## src/rtl/sent_tx_pulse_gen.sv

```systemverilog
// SENT transmit pulse generator: SETUP/LOW/HIGH sequencing of sync, nibble and pause pulses.
// Optional SENT_TX_CONST_FRAME_EN: pause length pads the frame to FRAME_TICKS.
module sent_tx_pulse_gen #(
  parameter int unsigned CLK_PER_TICK = 4,
  parameter int unsigned LOW_TICKS    = 5,
  parameter int unsigned PAUSE_TICKS  = 12,
  parameter int unsigned FRAME_TICKS  = 300
) (
  input  logic       clk_tx,
  input  logic       reset_tx,
  input  logic       sync,
  input  logic       pulse,
  input  logic       pause,
  input  logic [3:0] data_nibble,
  output logic       sent_out,
  output logic       pulse_done,
  output logic       busy,
  output logic       cmd_err
);

  localparam logic [17:0] LowCycles = 18'(LOW_TICKS * CLK_PER_TICK);

  typedef enum logic [1:0] {StIdle, StSetup, StLow, StHigh} state_e;

  state_e      r_state;
  logic [17:0] r_cnt;
  logic [9:0]  r_n;
  logic        r_sent_out;
  logic        r_pulse_done;
  logic        r_cmd_err;

  logic        w_any_req;
  logic        w_multi_req;
  logic [9:0]  w_pause_ticks;
  logic [9:0]  w_n_sel;
  logic [17:0] w_high_last;

  assign w_any_req   = sync | pulse | pause;
  assign w_multi_req = (sync & pulse) | (sync & pause) | (pulse & pause);

`ifdef SENT_TX_CONST_FRAME_EN
  logic [9:0]  r_frame_ticks;
  logic        r_frame_valid;
  logic [10:0] w_frame_sum;
  logic        w_sample;

  assign w_sample    = (r_state == StSetup) && (r_cnt == 18'd0) && w_any_req;
  assign w_frame_sum = {1'b0, r_frame_ticks} + {1'b0, w_n_sel};

  always_comb begin
    w_pause_ticks = 10'(PAUSE_TICKS);
    if (r_frame_valid) begin
      if (32'(r_frame_ticks) + 32'd12 >= FRAME_TICKS) begin
        w_pause_ticks = 10'd12;
      end else if (FRAME_TICKS - 32'(r_frame_ticks) > 32'd768) begin
        w_pause_ticks = 10'd768;
      end else begin
        w_pause_ticks = 10'(FRAME_TICKS - 32'(r_frame_ticks));
      end
    end
  end

  // Frame ticks accumulate the latched length of every pulse since the last sync.
  always_ff @(posedge clk_tx or posedge reset_tx) begin
    if (reset_tx) begin
      r_frame_ticks <= 10'd0;
      r_frame_valid <= 1'b0;
    end else if (w_sample) begin
      if (sync) begin
        r_frame_ticks <= 10'd56;
        r_frame_valid <= 1'b1;
      end else begin
        r_frame_ticks <= w_frame_sum[10] ? 10'h3ff : w_frame_sum[9:0];
      end
    end
  end
`else
  assign w_pause_ticks = 10'(PAUSE_TICKS);
`endif

  always_comb begin
    if (sync) begin
      w_n_sel = 10'd56;
    end else if (pause) begin
      w_n_sel = w_pause_ticks;
    end else begin
      w_n_sel = 10'd12 + {6'd0, data_nibble};
    end
  end

  // HIGH length minus one; SETUP's 3 cycles are charged to the pulse total.
  assign w_high_last = 18'(r_n) * 18'(CLK_PER_TICK) - LowCycles - 18'd4;

  always_ff @(posedge clk_tx or posedge reset_tx) begin
    if (reset_tx) begin
      r_state      <= StIdle;
      r_cnt        <= 18'd0;
      r_n          <= 10'd0;
      r_sent_out   <= 1'b1;
      r_pulse_done <= 1'b0;
      r_cmd_err    <= 1'b0;
    end else begin
      r_pulse_done <= 1'b0;
      r_cmd_err    <= 1'b0;
      unique case (r_state)
        StIdle: begin
          if (w_any_req) begin
            r_state <= StSetup;
            r_cnt   <= 18'd2;
          end
        end
        StSetup: begin
          if (r_cnt != 18'd0) begin
            r_cnt <= r_cnt - 18'd1;
          end else if (!w_any_req) begin
            r_state <= StIdle;
          end else begin
            r_n        <= w_n_sel;
            r_cmd_err  <= w_multi_req;
            r_state    <= StLow;
            r_sent_out <= 1'b0;
            r_cnt      <= LowCycles - 18'd1;
          end
        end
        StLow: begin
          if (r_cnt != 18'd0) begin
            r_cnt <= r_cnt - 18'd1;
          end else begin
            r_state      <= StHigh;
            r_sent_out   <= 1'b1;
            r_cnt        <= w_high_last;
            r_pulse_done <= (w_high_last == 18'd0);
          end
        end
        StHigh: begin
          if (r_cnt != 18'd0) begin
            r_cnt        <= r_cnt - 18'd1;
            r_pulse_done <= (r_cnt == 18'd1);
          end else begin
            r_state <= StSetup;
            r_cnt   <= 18'd2;
          end
        end
        default: r_state <= StIdle;
      endcase
    end
  end

  assign sent_out   = r_sent_out;
  assign pulse_done = r_pulse_done;
  assign cmd_err    = r_cmd_err;
  assign busy       = (r_state != StIdle);

endmodule

```

## config.mk

```make
export PLATFORM = sky130hd
export DESIGN_NAME = sent_tx_pulse_gen
export DESIGN_NICKNAME = d
export VERILOG_FILES = /design/src/rtl/sent_tx_pulse_gen.sv
export SDC_FILE = /design/constraint.sdc
export NUM_CORES = 1
export LEC_CHECK = 0
export ABC_AREA = 1
export BUFFER_PORTS_ARGS = -buffer_cell sky130_fd_sc_hd__buf_2
export CORE_MARGIN = 5
export CORE_UTILIZATION = 45
export DETAILED_ROUTE_END_ITERATION = 10
export MAX_ROUTING_LAYER = met4
export PLACE_DENSITY = 0.71
export SLEW_MARGIN = 25
export SYNTH_ARGS = -nofsm -noshare
export SYNTH_HDL_FRONTEND = slang
export SYNTH_SLANG_ARGS = --single-unit
```

## constraint.sdc

```tcl
create_clock -name clk_tx -period 1.6 [get_ports clk_tx]
set_input_delay 0.32 -clock clk_tx [delete_from_list [all_inputs] [get_ports clk_tx]]
set_output_delay 0.32 -clock clk_tx [all_outputs]
set_load 0.01 [all_outputs]
```

Word level (Yosys, flattened, before mapping)

Index checks and enable logic that the tools add are counted.

Register bits: 33
Output and inout port bits: 4
Logic and storage cells: 61

Add/subtract/negate cells: 4
Eq/ne operators: 10
Multiplexer cells: 24
Bitwise gates (word level): 8
Reduce and logical (&&, ||, !) cells: 9

Operator list:

| operator                                            | number |
|---|---|
| 2-to-1 mux 18 bit                                   | 5 |
| one-hot mux 18 bit (4 select lines)                 | 1 |
| == test 18 x 1 -> 1 bit (second input constant)     | 1 |
| zero test 18 bit                                    | 1 |
| nonzero test 18 bit                                 | 1 |
| subtractor 18 x 1 -> 18 bit (second input constant) | 1 |
| subtractor 13 x 4 -> 14 bit (second input constant) | 1 |
| subtractor 12 x 5 -> 13 bit (second input constant) | 1 |
| 2-to-1 mux 2 bit                                    | 5 |
| inequality test 2 bit (second input constant)       | 5 |
| 2-to-1 mux 1 bit                                    | 8 |
| one-hot mux 2 bit (4 select lines)                  | 1 |
| AND reduction 4 bit                                 | 2 |
| 2-to-1 mux 6 bit                                    | 1 |
| adder 4 x 4 -> 5 bit (first input constant)         | 1 |
| 2-to-1 mux 5 bit                                    | 1 |
| == test 2 bit (second input constant)               | 2 |
| bitwise OR 1 bit                                    | 4 |
| one-hot mux 1 bit (2 select lines)                  | 2 |
| nonzero test 2 bit                                  | 2 |
| AND 1 bit                                           | 3 |
| inequality test 3 bit (second input constant)       | 1 |
| AND reduction 3 bit                                 | 1 |
| == test 2 x 1 -> 1 bit (second input constant)      | 1 |
| other kinds (3)                                     | 3 |

Depth between registers and ports, before layout

Gate-level depths: netlist (run 1).

Depth after elaboration: 6
Gate-level depth with buffers: 14

Least setup slack after synthesis (run 1)

OpenSTA, ideal clock, no wires.

Kind: register to register
From: register r_cnt[0]
To: register r_cnt[8]
Arrival: 1.661 ns
Required time: 1.483 ns
Slack: -0.179 ns
Stages on the path, launching flop included: 13
Buffers on the path: 1
Clock period less this slack: 1.779 ns
Cells stage by stage: dfrtp_1 -> inv_1 -> ha_1 -> nand2_2 -> nor2_4 -> nand2_4 -> nor2_8 -> a21oi_4 -> nand2_4 -> inv_4 -> buf_6 -> nand3_1 -> nand2_1

Longest elaborated chain between the ends: 3

RTL lines:

| item                                                                       | RTL line | RTL |
|---|---|---|
| start: declaration                                                         | 26       | `logic [17:0] r_cnt;` |
| start signal: assignment                                                   | 114      | `r_cnt <= r_cnt - 18'd1;` |
| start signal: assignment                                                   | 122      | `r_cnt <= LowCycles - 18'd1;` |
| start signal: assignment                                                   | 127      | `r_cnt <= r_cnt - 18'd1;` |
| subtractor 18 x 1 -> 18 bit or nonzero test 18 bit (tied branches)         | -        |  |
| 2-to-1 mux 18 bit (tied with other cells)                                  | 136      | `if (r_cnt != 18'd0) begin` |
| one-hot mux 18 bit (4 select lines) or AND reduction 2 bit (tied branches) | -        |  |

Several ways; a longest one is shown, not always the timed one.
A chain may end at the register's enable or synchronous reset.

Worst setup path in the final report (run 1)

From: register r_cnt[1]
To: register r_n[4]

Longest elaborated chain between the ends: 3

RTL lines:

| item                          | RTL line | RTL |
|---|---|---|
| nonzero test 18 bit           | 113      | `if (r_cnt != 18'd0) begin` |
| inverter 1 bit (no line)      | -        |  |
| AND reduction 3 bit (no line) | -        |  |
| end signal: assignment        | 118      | `r_n <= w_n_sel;` |
| end: declaration              | 27       | `logic [9:0] r_n;` |

No other way between the ends.

==> flow_metrics.tcl, run 1 <==
set metrics [dict create \
    root_buffer "clkbuf_8" \
    vias 2569 \
    drc 0 \
    cts.clk_slew.worst_paths_ps 70 \
    cts_buffers 5 \
    grt_pass1_vias 2438 \
    r2r_end "r_n[4]" \
    cts_hold_buf 0 \
    crit_arrival_ps 2000 \
    synthDistinctLibCells 36 \
    worstPathMaxFanout 5 \
    violations "setup timing" \
    reg2regPathDepth 12 \
    ys_seq_elements 29 \
    setup_viol 29 \
    ys_seq_area_frac 0.312 \
    track_usage 0.224 \
    crit_path_end_kind "register" \
    syn_nets 360 \
    crit_type "reg2reg" \
    die-area_um2 6710 \
    insertedDiodeCount 0 \
    clock.fmax_mhz 545 \
    synth_edf_count 0 \
    peakVddDrop_v 0.00122 \
    reg2reg_slack_ps -230 \
    routedWlPerCell_um 14.6 \
    grt_pass1_wl_um 11200 \
    rows 26 \
    cellLeakagePower_nw 1.80 \
    synth_flop_cell "dfrtp_1" \
    hold_viol 0 \
    critPathLaunchType "register" \
    finalCritPeriodShare 1.15 \
    die_x_um 81.9 \
    rsz0062_at_grt "true" \
    status "finished, violations left" \
    cts_sinks 29 \
    synthArstFlopShare 1.00 \
    dieHeight_um 81.9 \
    slowest_delay_ps 410 \
    required_ps 1770 \
    mappedNetlistArea_um2 2330 \
    min_period_ps 1830 \
    drt_pass1_iterations 4 \
    clk-insertion-delay-late_ps 290 \
    yosysWarnings 0 \
    synth.avg_cell_area_um2 6.91 \
    drtIter0Drc 137 \
    initial_core_util 0.459 \
    place_ws_ps -246 \
    cts_tree "built" \
    fin_ws_ps -234 \
    io_buffers 12 \
    r2r-start "r_cnt[1]" \
    cts_htree_levels 2 \
    max_cap_violations 0 \
    power_mw 8.44 \
    num_io_pins 13 \
    fin_nets 457 \
    core_um2 5070 \
    fillers 397 \
    clk_path_buf_depth 2 \
    crit_slowest_cell "dfrtp_1" \
    timing.setup.tns_ps -3920 \
    layout-drive-gt1-share 0.448 \
    drv_slew 0 \
    route.final.wire_length_um 7400 \
    slew_headroom 0.738 \
    hold_class "in2async" \
    antenna_left 0 \
    vias_per_cell 5.09 \
    critical_path.cell_chain "inv_2 -> ha_4 -> nand2_4 -> nor2_4 -> nand2_4 -> nor2_8 -> buf_4 -> nand2_4 -> nor2_4 -> inv_1 -> nor2_1 -> a21oi_1" \
    crit_top_cell "nand2_4" \
    grt.overflow.total 0 \
    skew_ps 5.11 \
    place_congestion 0.945 \
    area_growth_pct 50.1 \
    p_per_area_nw_per_um2 2420 \
    worstMarginPinSlew_ps 393 \
    synthCells 337 \
    grt_max_degree 30 \
    hpwl_um 4760 \
    grt_antenna_before_repair 0 \
]
-- worst max-delay path by stage --
stage | cells past startpoint | startpoint | endpoint
final | 12 | r_cnt[1] | r_n[4]
after global routing | 12 | r_cnt[1] | r_cnt[13]
after CTS | 10 | r_cnt[0] | r_cnt[5]
after detailed placement | 13 | r_n[1] | r_cnt[12]
after global placement | 13 | r_n[1] | r_cnt[12]
after floorplan | 12 | r_cnt[0] | r_cnt[15]
-- power breakdown --
group,total [mW],internal [mW],switching (mW)
sequential,1.28,1.04,0.239
clock,0.605,0.309,0.296
combinational,6.56,2.89,3.67
total,8.44,4.23,4.20
-- worst max-delay path, delay by kind of cell, from the launching register on --
kind            cells  cell delay [ps]
flops               1              410
buf+inv             3              310
simple gates        7              770
compound gates      1               60
fa+ha+maj           1              160
-- what timing repair did --
item | CTS | global route
cloned | 1 | 0
setup buffers | 6 | 8
pin swaps | 22 | 30
setup endpoints to repair | 28 | 29
resized for setup | 40 | 59
-- placed cells by master, fill, tap and decap left out, drive strengths merged --
cell,netlist,final
a211oi,1,1
a21oi,4,4
a22oi,1,1
buf,2,92
clkbuf,1,8
dfrtp,28,28
dfstp,1,1
ha,14,14
inv,44,44
nand2,114,114
nand3,25,25
nand3b,3,3
nand4,3,3
nor2,49,50
nor3,1,1
nor4,2,2
o21ai,27,27
o21bai,2,2
o22ai,1,1
or2,1,1
xnor2,4,4
xor2,9,9
-- state kept, by name, indices dropped and copies added, names as in the netlist --
name / flops
pulse_done: 1
r_cnt: 18
r_state: 2
cmd_err: 1
sent_out: 1
r_n: 6
-- layer usage --
| metal | vias up | global-route usage | wire (µm) |
|---|---|---|---|
| li1 | 1249 | - | - |
| met1 | 1216 | 0.264 | 3030 |
| met2 | 76 | 0.380 | 3760 |
| met3 | 28 | 0.0384 | 343 |
| met4 | 0 | 0.0880 | 261 |
| met5 | - | - | 0 |
-- cell families after synthesis --
logic type | count (synthesis) | synth area share
compound gates | 36 | 0.0989
simple gates | 198 | 0.383
flops | 29 | 0.312
buf+inv | 47 | 0.0817
fa+ha+maj | 14 | 0.0753
xor+xnor | 13 | 0.0489
-- synthesized netlist by cell type (all sizes together) (3+ instances only) --
master	count	area share
nand4	3	0.015
xor2	9	0.034
nand3	25	0.056
nor2	49	0.10
nand2	114	0.19
dfrtp	28	0.30
a21oi	4	0.013
ha	14	0.075
inv	44	0.072
nand3b	3	0.0097
o21ai	27	0.068
xnor2	4	0.015
-- area by class of cell --
cell class / count / area (µm²) / share of cell area
inverter: 44 / 178 / 0.0509
timing repair buffer: 92 / 683 / 0.196
sequential: 29 / 728 / 0.209
multi-input combinational: 262 / 1740 / 0.497
tap: 70 / 87.6 / 0.0251
clock buffer: 8 / 80.1 / 0.0229
-- per-stage QoR --
step	hold WS, ps	instance area, µm²	utilization	std cells
global route	138	3490	0.688	505
global placement	411	3000	0.590	483
detailed placement	421	3000	0.590	483
finish	102	3490	0.688	505
floorplan	397	2370	-	337
CTS	113	3250	0.640	497
Power figures use the tool's default switching activity.
==> run 2: changes to the inputs <==
--- a/config.mk
+++ b/config.mk
@@ -5,7 +5,7 @@
 export SDC_FILE = /design/constraint.sdc
 export NUM_CORES = 1
 export LEC_CHECK = 0
-export ABC_AREA = 1
+export ABC_AREA = 0
 export BUFFER_PORTS_ARGS = -buffer_cell sky130_fd_sc_hd__buf_2
 export CORE_MARGIN = 5
 export CORE_UTILIZATION = 45
@@ -16,3 +16,4 @@
 export SYNTH_ARGS = -nofsm -noshare
 export SYNTH_HDL_FRONTEND = slang
 export SYNTH_SLANG_ARGS = --single-unit
+export TNS_END_PERCENT = 20
==> run 2 against run 1 <==
Against the previous run: the flow still finishes with violations (setup timing); wire length down 10%; clock-buffer cell count shrank 3; via count fell by 1.9%; core utilization down 0.97 points; sequential power shrank 43%; hold slack worse by 68 ps; synthesized cell count is 19% lower; critical endpoint is now r_cnt[15].
==> flow_metrics.tcl, run 2 <==
set metrics [dict create \
    finalCritPeriodShare 1.47 \
    clk_path_buf_depth 2 \
    worstMarginPinSlew_ps 626 \
    syn_nets 295 \
    clock.fmax_mhz 424 \
    route.final.wire_length_um 6630 \
    synth-simple-area-share 0.249 \
    area_growth_pct 46.0 \
    routedWlPerCell_um 15.0 \
    yosysWarnings 0 \
    worstPathMaxFanout 3 \
    seq_area_um2 727 \
    p_per_area_nw_per_um2 433 \
    switching_share 0.245 \
    track_usage 0.224 \
    synth_edf_count 0 \
    drtIter0Drc 209 \
    rows 25 \
    r2r_end "r_cnt[15]" \
    hold_viol 0 \
    grt.overflow.total 0 \
    mappedNetlistArea_um2 2210 \
    endpoint "r_cnt[15]" \
    timing.setup.tns_ps -18690 \
    insertedDiodeCount 0 \
    crit_type "reg2reg" \
    layout.cells.most_common_list "buf_4, nand2_1, dfrtp_1" \
    synth.avg_cell_area_um2 8.12 \
    cts_tree "built" \
    synth_top_family_by_area "compound AO/OA/AOI/OAI gates" \
    grt_max_degree 20 \
    power_mw 1.40 \
    synth_top_area_share 0.317 \
    cts.clk_slew.worst_paths_ps 70 \
    crit_path_end_kind "register" \
    cellLeakagePower_nw 1.50 \
    layout-drive-gt1-share 0.388 \
    dieHeight_um 80.1 \
    r2r-start "r_cnt[8]" \
    yosysMostFrequentCell "nand2_1" \
    grt_antenna_before_repair 0 \
    fin_nets 396 \
    ys_seq_area_frac 0.329 \
    largest_register_ffs 18 \
    vias 2521 \
    root_buffer "clkbuf_8" \
    peakVddDrop_v 0.000483 \
    violations "setup timing" \
    synthMuxAreaShare 0.0102 \
    die-area_um2 6410 \
    synthTopCellsByArea "dfrtp_1, ha_1, nand2_1" \
    synthArstFlopShare 1.00 \
    required_ps 1780 \
    vias_per_cell 5.72 \
    status "finished, violations left" \
    p_int_mw 1.06 \
    setup_viol 29 \
    initial_core_util 0.465 \
    ys_seq_elements 29 \
    skew_ps 7.73 \
    reg2reg_slack_ps -760 \
    synth_flop_cell "dfrtp_1" \
    synth_area_leader_cell "dfrtp_1" \
    grt_pass1_vias 2350 \
    antenna_left 0 \
    largestRegisters "r_cnt: 18 flops, r_n: 6 flops, r_state: 2 flops" \
    crit_arrival_ps 2540 \
    cts_buffers 5 \
    critPathLaunchType "register" \
    largest-register "r_cnt" \
    clk-insertion-delay-late_ps 290 \
    slew_headroom 0.577 \
    placedInstanceArea_um2 2990 \
    synthDistinctLibCells 57 \
    synthXorXnorAreaFrac 0.0198 \
    clockPowerShare 0.438 \
    fillers 383 \
    reg2regPathDepth 5 \
    min_period_ps 2360 \
    power.net_switching_mw 0.342 \
    cts_sinks 29 \
    num_io_pins 13 \
    drv_slew 0 \
    drc 0 \
    seqPwrFrac 0.524 \
    ys_top_cells_by_count "nand2_1, dfrtp_1, nor2_1, a21oi_1, o21ai_1" \
    hpwl_um 4860 \
    drt_pass1_iterations 5 \
    grt_pass1_wl_um 11000 \
    final_common_cell "buf_4" \
    fin_ws_ps -760 \
    final_area_um2 3230 \
    multi_input_area_um2 1490 \
    cts_htree_levels 2 \
    core_um2 4750 \
    synth_fa_ha_area_frac 0.0838 \
    io_buffers 12 \
    crit_start "r_cnt[8]" \
    synth_compound_area_frac 0.263 \
    rsz0062_at_grt "true" \
    place_congestion 0.940 \
    hold_class "in2async" \
    die_x_um 80.1 \
    synthCells 272 \
    combPwrFrac 0.038 \
    max_cap_violations 0 \
]
-- run 2: cell count changes in the layout (fill, tap and decap cells not counted), moves of 8 or more --
| cell | before | now |
|---|---|---|
| nand2_2 | 20 | 1 |
| buf_4 | 75 | 87 |
| nor2_1 | 29 | 17 |
| nor2_4 | 8 | 0 |
| o21ai_1 | 7 | 20 |
| a21oi_1 | 3 | 17 |
| nand2_4 | 12 | 0 |
| nor2_2 | 12 | 3 |
| nor3_1 | 1 | 12 |
| nand3_2 | 13 | 0 |
| inv_1 | 33 | 13 |
| nand2_1 | 82 | 30 |
| xor2_1 | 8 | 0 |
-- run 2: cells by family (layout without fill, tap and decap cells) --
| family | count (synthesis) | count (layout) |
|---|---|---|
| mux | 2 | 2 |
| flops | 29 | 29 |
| buf+inv | 25 | 127 |
| fa+ha+maj | 15 | 15 |
| compound gates | 89 | 89 |
| simple gates | 107 | 107 |
| xor+xnor | 5 | 5 |
-- run 2: per-stage QoR --
stage           util  setup slack, ps  hold WS, ps  cells
6_report       0.678             -760         34.2    441
4_1_cts        0.664             -731         50.8    438
3_5_place_dp   0.629             -845          356    427
2_1_floorplan      -             -818          397    272
3_3_place_gp   0.629             -801          354    427
5_1_grt        0.678             -808         57.6    441
-- run 2: repair_timing --
item,4_1_cts,5_1_grt
buffers inserted,3,3
gates resized for setup,18,13
pin swaps,2,6
hold buffers,0,0
setup endpoints to repair,29,30
-- run 2: cell type report --
class	instances	share of cell area
flip-flops and latches	29	0.225
multi-input cells	218	0.461
well taps	67	0.0260
inverters	14	0.0163
clock inverters	3	0.00543
repair buffers	105	0.245
clock buffers	5	0.0213
-- run 2: worst min-delay path by stage --
| stage | start | endpoint | depth (start not counted) |
|---|---|---|---|
| finish | reset_tx | r_state[1] | 2 |
| global route | reset_tx | cmd_err | 2 |
| CTS | reset_tx | r_state[1] | 2 |
| detailed placement | reset_tx | r_state[1] | 2 |
| global placement | reset_tx | r_state[0] | 2 |
| floorplan | reset_tx | cmd_err | 1 |
-- run 2: layer usage --
| metal | up-vias | GRT usage | routed length [µm] |
|---|---|---|---|
| li1 | 1219 | - | - |
| met1 | 1177 | 0.289 | 2910 |
| met2 | 106 | 0.358 | 3150 |
| met3 | 19 | 0.0426 | 408 |
| met4 | 0 | 0.0693 | 161 |
| met5 | - | - | 0 |
-- run 2: power groups by stage --
| stage | Combinational, mW | Sequential (mW) | Clock [mW] |
|---|---|---|---|
| floorplan | 0.0214 | 0.747 | 0 |
| global placement | 0.0532 | 0.747 | 0 |
| detailed placement | 0.0546 | 0.747 | 0 |
| CTS | 0.0547 | 0.733 | 0.611 |
| global route | 0.0602 | 0.732 | 0.656 |
| finish | 0.0530 | 0.733 | 0.612 |
-- run 2: critical path, stage by stage, from the launching register on --
cell and delay (ps):
dfrtp_1 380, or4_4 560, or2_4 270, or4_4 490, o311a_1 300, a221o_1 250
==> run 3: changes to the inputs <==
--- a/config.mk
+++ b/config.mk
@@ -7,11 +7,13 @@
 export LEC_CHECK = 0
 export ABC_AREA = 0
 export BUFFER_PORTS_ARGS = -buffer_cell sky130_fd_sc_hd__buf_2
+export CAP_MARGIN = 20
 export CORE_MARGIN = 5
 export CORE_UTILIZATION = 45
 export DETAILED_ROUTE_END_ITERATION = 10
+export HOLD_SLACK_MARGIN = 0.02
 export MAX_ROUTING_LAYER = met4
-export PLACE_DENSITY = 0.71
+export PLACE_DENSITY = 0.76
 export SLEW_MARGIN = 25
 export SYNTH_ARGS = -nofsm -noshare
 export SYNTH_HDL_FRONTEND = slang
==> run 3 against run 2 <==
Against the previous run: the flow still finishes with violations (setup timing); core utilization increased by 0.58 points; setup slack worse by 83 ps; flip-flop and latch count did not move; die area unchanged; non-clock buffer count down 4; first-iteration DRC count up 12%; global-route usage is 0.80 points higher.
==> flow_metrics.tcl, run 3 (synthesis results as in run 2) <==
set metrics [dict create \
    final_core_util 0.684 \
    crit_type "reg2reg" \
    drv_slew 0 \
    cts_sinks 29 \
    peakVddDrop_v 0.000374 \
    clock.fmax_mhz 409 \
    cts_htree_levels 2 \
    power.net_switching_mw 0.312 \
    routedWlPerCell_um 17.0 \
    final_common_cell "buf_4" \
    placedInstanceArea_um2 2970 \
    fin_nets 392 \
    rsz0062_at_grt "true" \
    finalCritPeriodShare 1.53 \
    largest_register_ffs 18 \
    required_ps 1770 \
    crit_top_cell "or4_4" \
    die_x_um 80.1 \
    max_cap_violations 0 \
    route.final.wire_length_um 7430 \
    p_per_area_nw_per_um2 447 \
    place_ws_ps -878 \
    timing.setup.tns_ps -19260 \
    clockPowerShare 0.460 \
    hold_class "in2async" \
    violations "setup timing" \
    layout.cells.most_common_list "buf_4, nand2_1, dfrtp_1" \
    vias 2616 \
    cellLeakagePower_nw 1.52 \
    path_buf_inv 0 \
    fillers 368 \
    worstMarginPinSlew_ps 594 \
    area_growth_pct 47.2 \
    status "finished, violations left" \
    track_usage 0.232 \
    skew_ps 9.01 \
    clk-insertion-delay-late_ps 290 \
    crit_path_end_kind "register" \
    drc 0 \
    clk_path_buf_depth 2 \
    largest-register "r_cnt" \
    rows 25 \
    antenna_left 0 \
    cts_tree "built" \
    grt_antenna_before_repair 0 \
    combPwrFrac 0.036 \
    drt_pass1_iterations 5 \
    insertedDiodeCount 0 \
    grt.overflow.total 0 \
    crit_slowest_cell "or4_4" \
    core_um2 4750 \
    setup_viol 29 \
    cp_top_family "simple AND/OR/NAND/NOR gates" \
    worst_hold_slack_ps 96.3 \
    crit_arrival_ps 2610 \
    worstPathMaxFanout 6 \
    largestRegisters "r_cnt: 18 flops, r_n: 6 flops, r_state: 2 flops" \
    num_io_pins 13 \
    switching_share 0.214 \
    slowest_delay_ps 570 \
    min_period_ps 2440 \
    critical_path.cell_chain "or4_4 -> or4_4 -> a2111oi_1 -> nor3_1 -> a22o_1" \
    io_buffers 12 \
    dieHeight_um 80.1 \
    fin_ws_ps -843 \
    seqPwrFrac 0.504 \
    final_area_um2 3250 \
    critPathLaunchType "register" \
    dp_cells 426 \
    place_congestion 1.02 \
    power_mw 1.45 \
    grt_pass1_wl_um 11500 \
    layout-drive-gt1-share 0.408 \
    final_cells 437 \
    root_buffer "clkbuf_8" \
    hpwl_um 4950 \
    cts_buffers 5 \
    initial_core_util 0.465 \
    vias_per_cell 5.99 \
    hold_viol 0 \
    slew_headroom 0.598 \
    p_int_mw 1.14 \
    grt_max_degree 30 \
    die-area_um2 6410 \
    drtIter0Drc 234 \
    cts.clk_slew.worst_paths_ps 70 \
    grt_pass1_vias 2554 \
]
[run 3: cell count changes in the layout (fill, tap and decap cells not counted), moves of 2 or more]
cell,before,now
o21ai_2,2,4
xnor2_1,5,2
xnor2_2,0,3
o21ai_1,20,17
nand2_1,30,28
buf_4,87,83
nand2_2,1,3
clkbuf_8,5,7
nor2_4,0,2
[run 3: what timing repair did]
| item | CTS | global route |
|---|---|---|
| buffers inserted | 0 | 3 |
| hold buffers | 0 | 0 |
| hold endpoints to repair | 0 | 0 |
| pin swaps | 6 | 9 |
| setup endpoints to repair | 29 | 30 |
| resized for setup | 24 | 19 |
[run 3: tightest hold or removal path, stage by stage]
cell   delay (ps)
buf_2          90
inv_1          40
buf_4         340
[run 3: power groups by stage]
stage          Clock [mW]  Sequential, mW  Combinational, mW
2_1_floorplan           0           0.747             0.0214
3_3_place_gp            0           0.747             0.0501
3_5_place_dp            0           0.747             0.0523
4_1_cts             0.678           0.733             0.0524
5_1_grt             0.717           0.733             0.0598
6_report            0.669           0.733             0.0523
[run 3: path summary, 6_finish.rpt]
kind | cells past startpoint | end | startpoint | slack, ps
max in group asynchronous | 3 | sent_out | reset_tx | 1200
max reg2reg | 5 | r_cnt[4] | r_cnt[9] | -840
min in group clk_tx | 3 | r_n[1] | data_nibble[1] | 260
min | 3 | r_n[3] | reset_tx | 100
min reg2reg | 2 | r_cnt[5] | r_cnt[5] | 520
max | 5 | r_cnt[4] | r_cnt[9] | -840
[run 3: layout make-up]
cell class | count | area (µm²) | area share
clock inverters | 1 | 5.00 | 0.00154
repair buffers | 101 | 751 | 0.231
clock buffers | 7 | 96.3 | 0.0296
multi-input cells | 218 | 1540 | 0.473
flip-flops and latches | 29 | 727 | 0.223
well taps | 67 | 83.8 | 0.0258
inverters | 14 | 52.6 | 0.0162
[run 3: per-layer routing]
metal  global-route usage  up-vias  share of wire  routed length, µm
met4                0.108        0          0.036                271
met1                0.275     1251           0.40               2970
met2                0.384      132           0.49               3660
li1                     -     1200              -                  -
met5                    -        -              0                  0
met3               0.0404       33          0.071                524
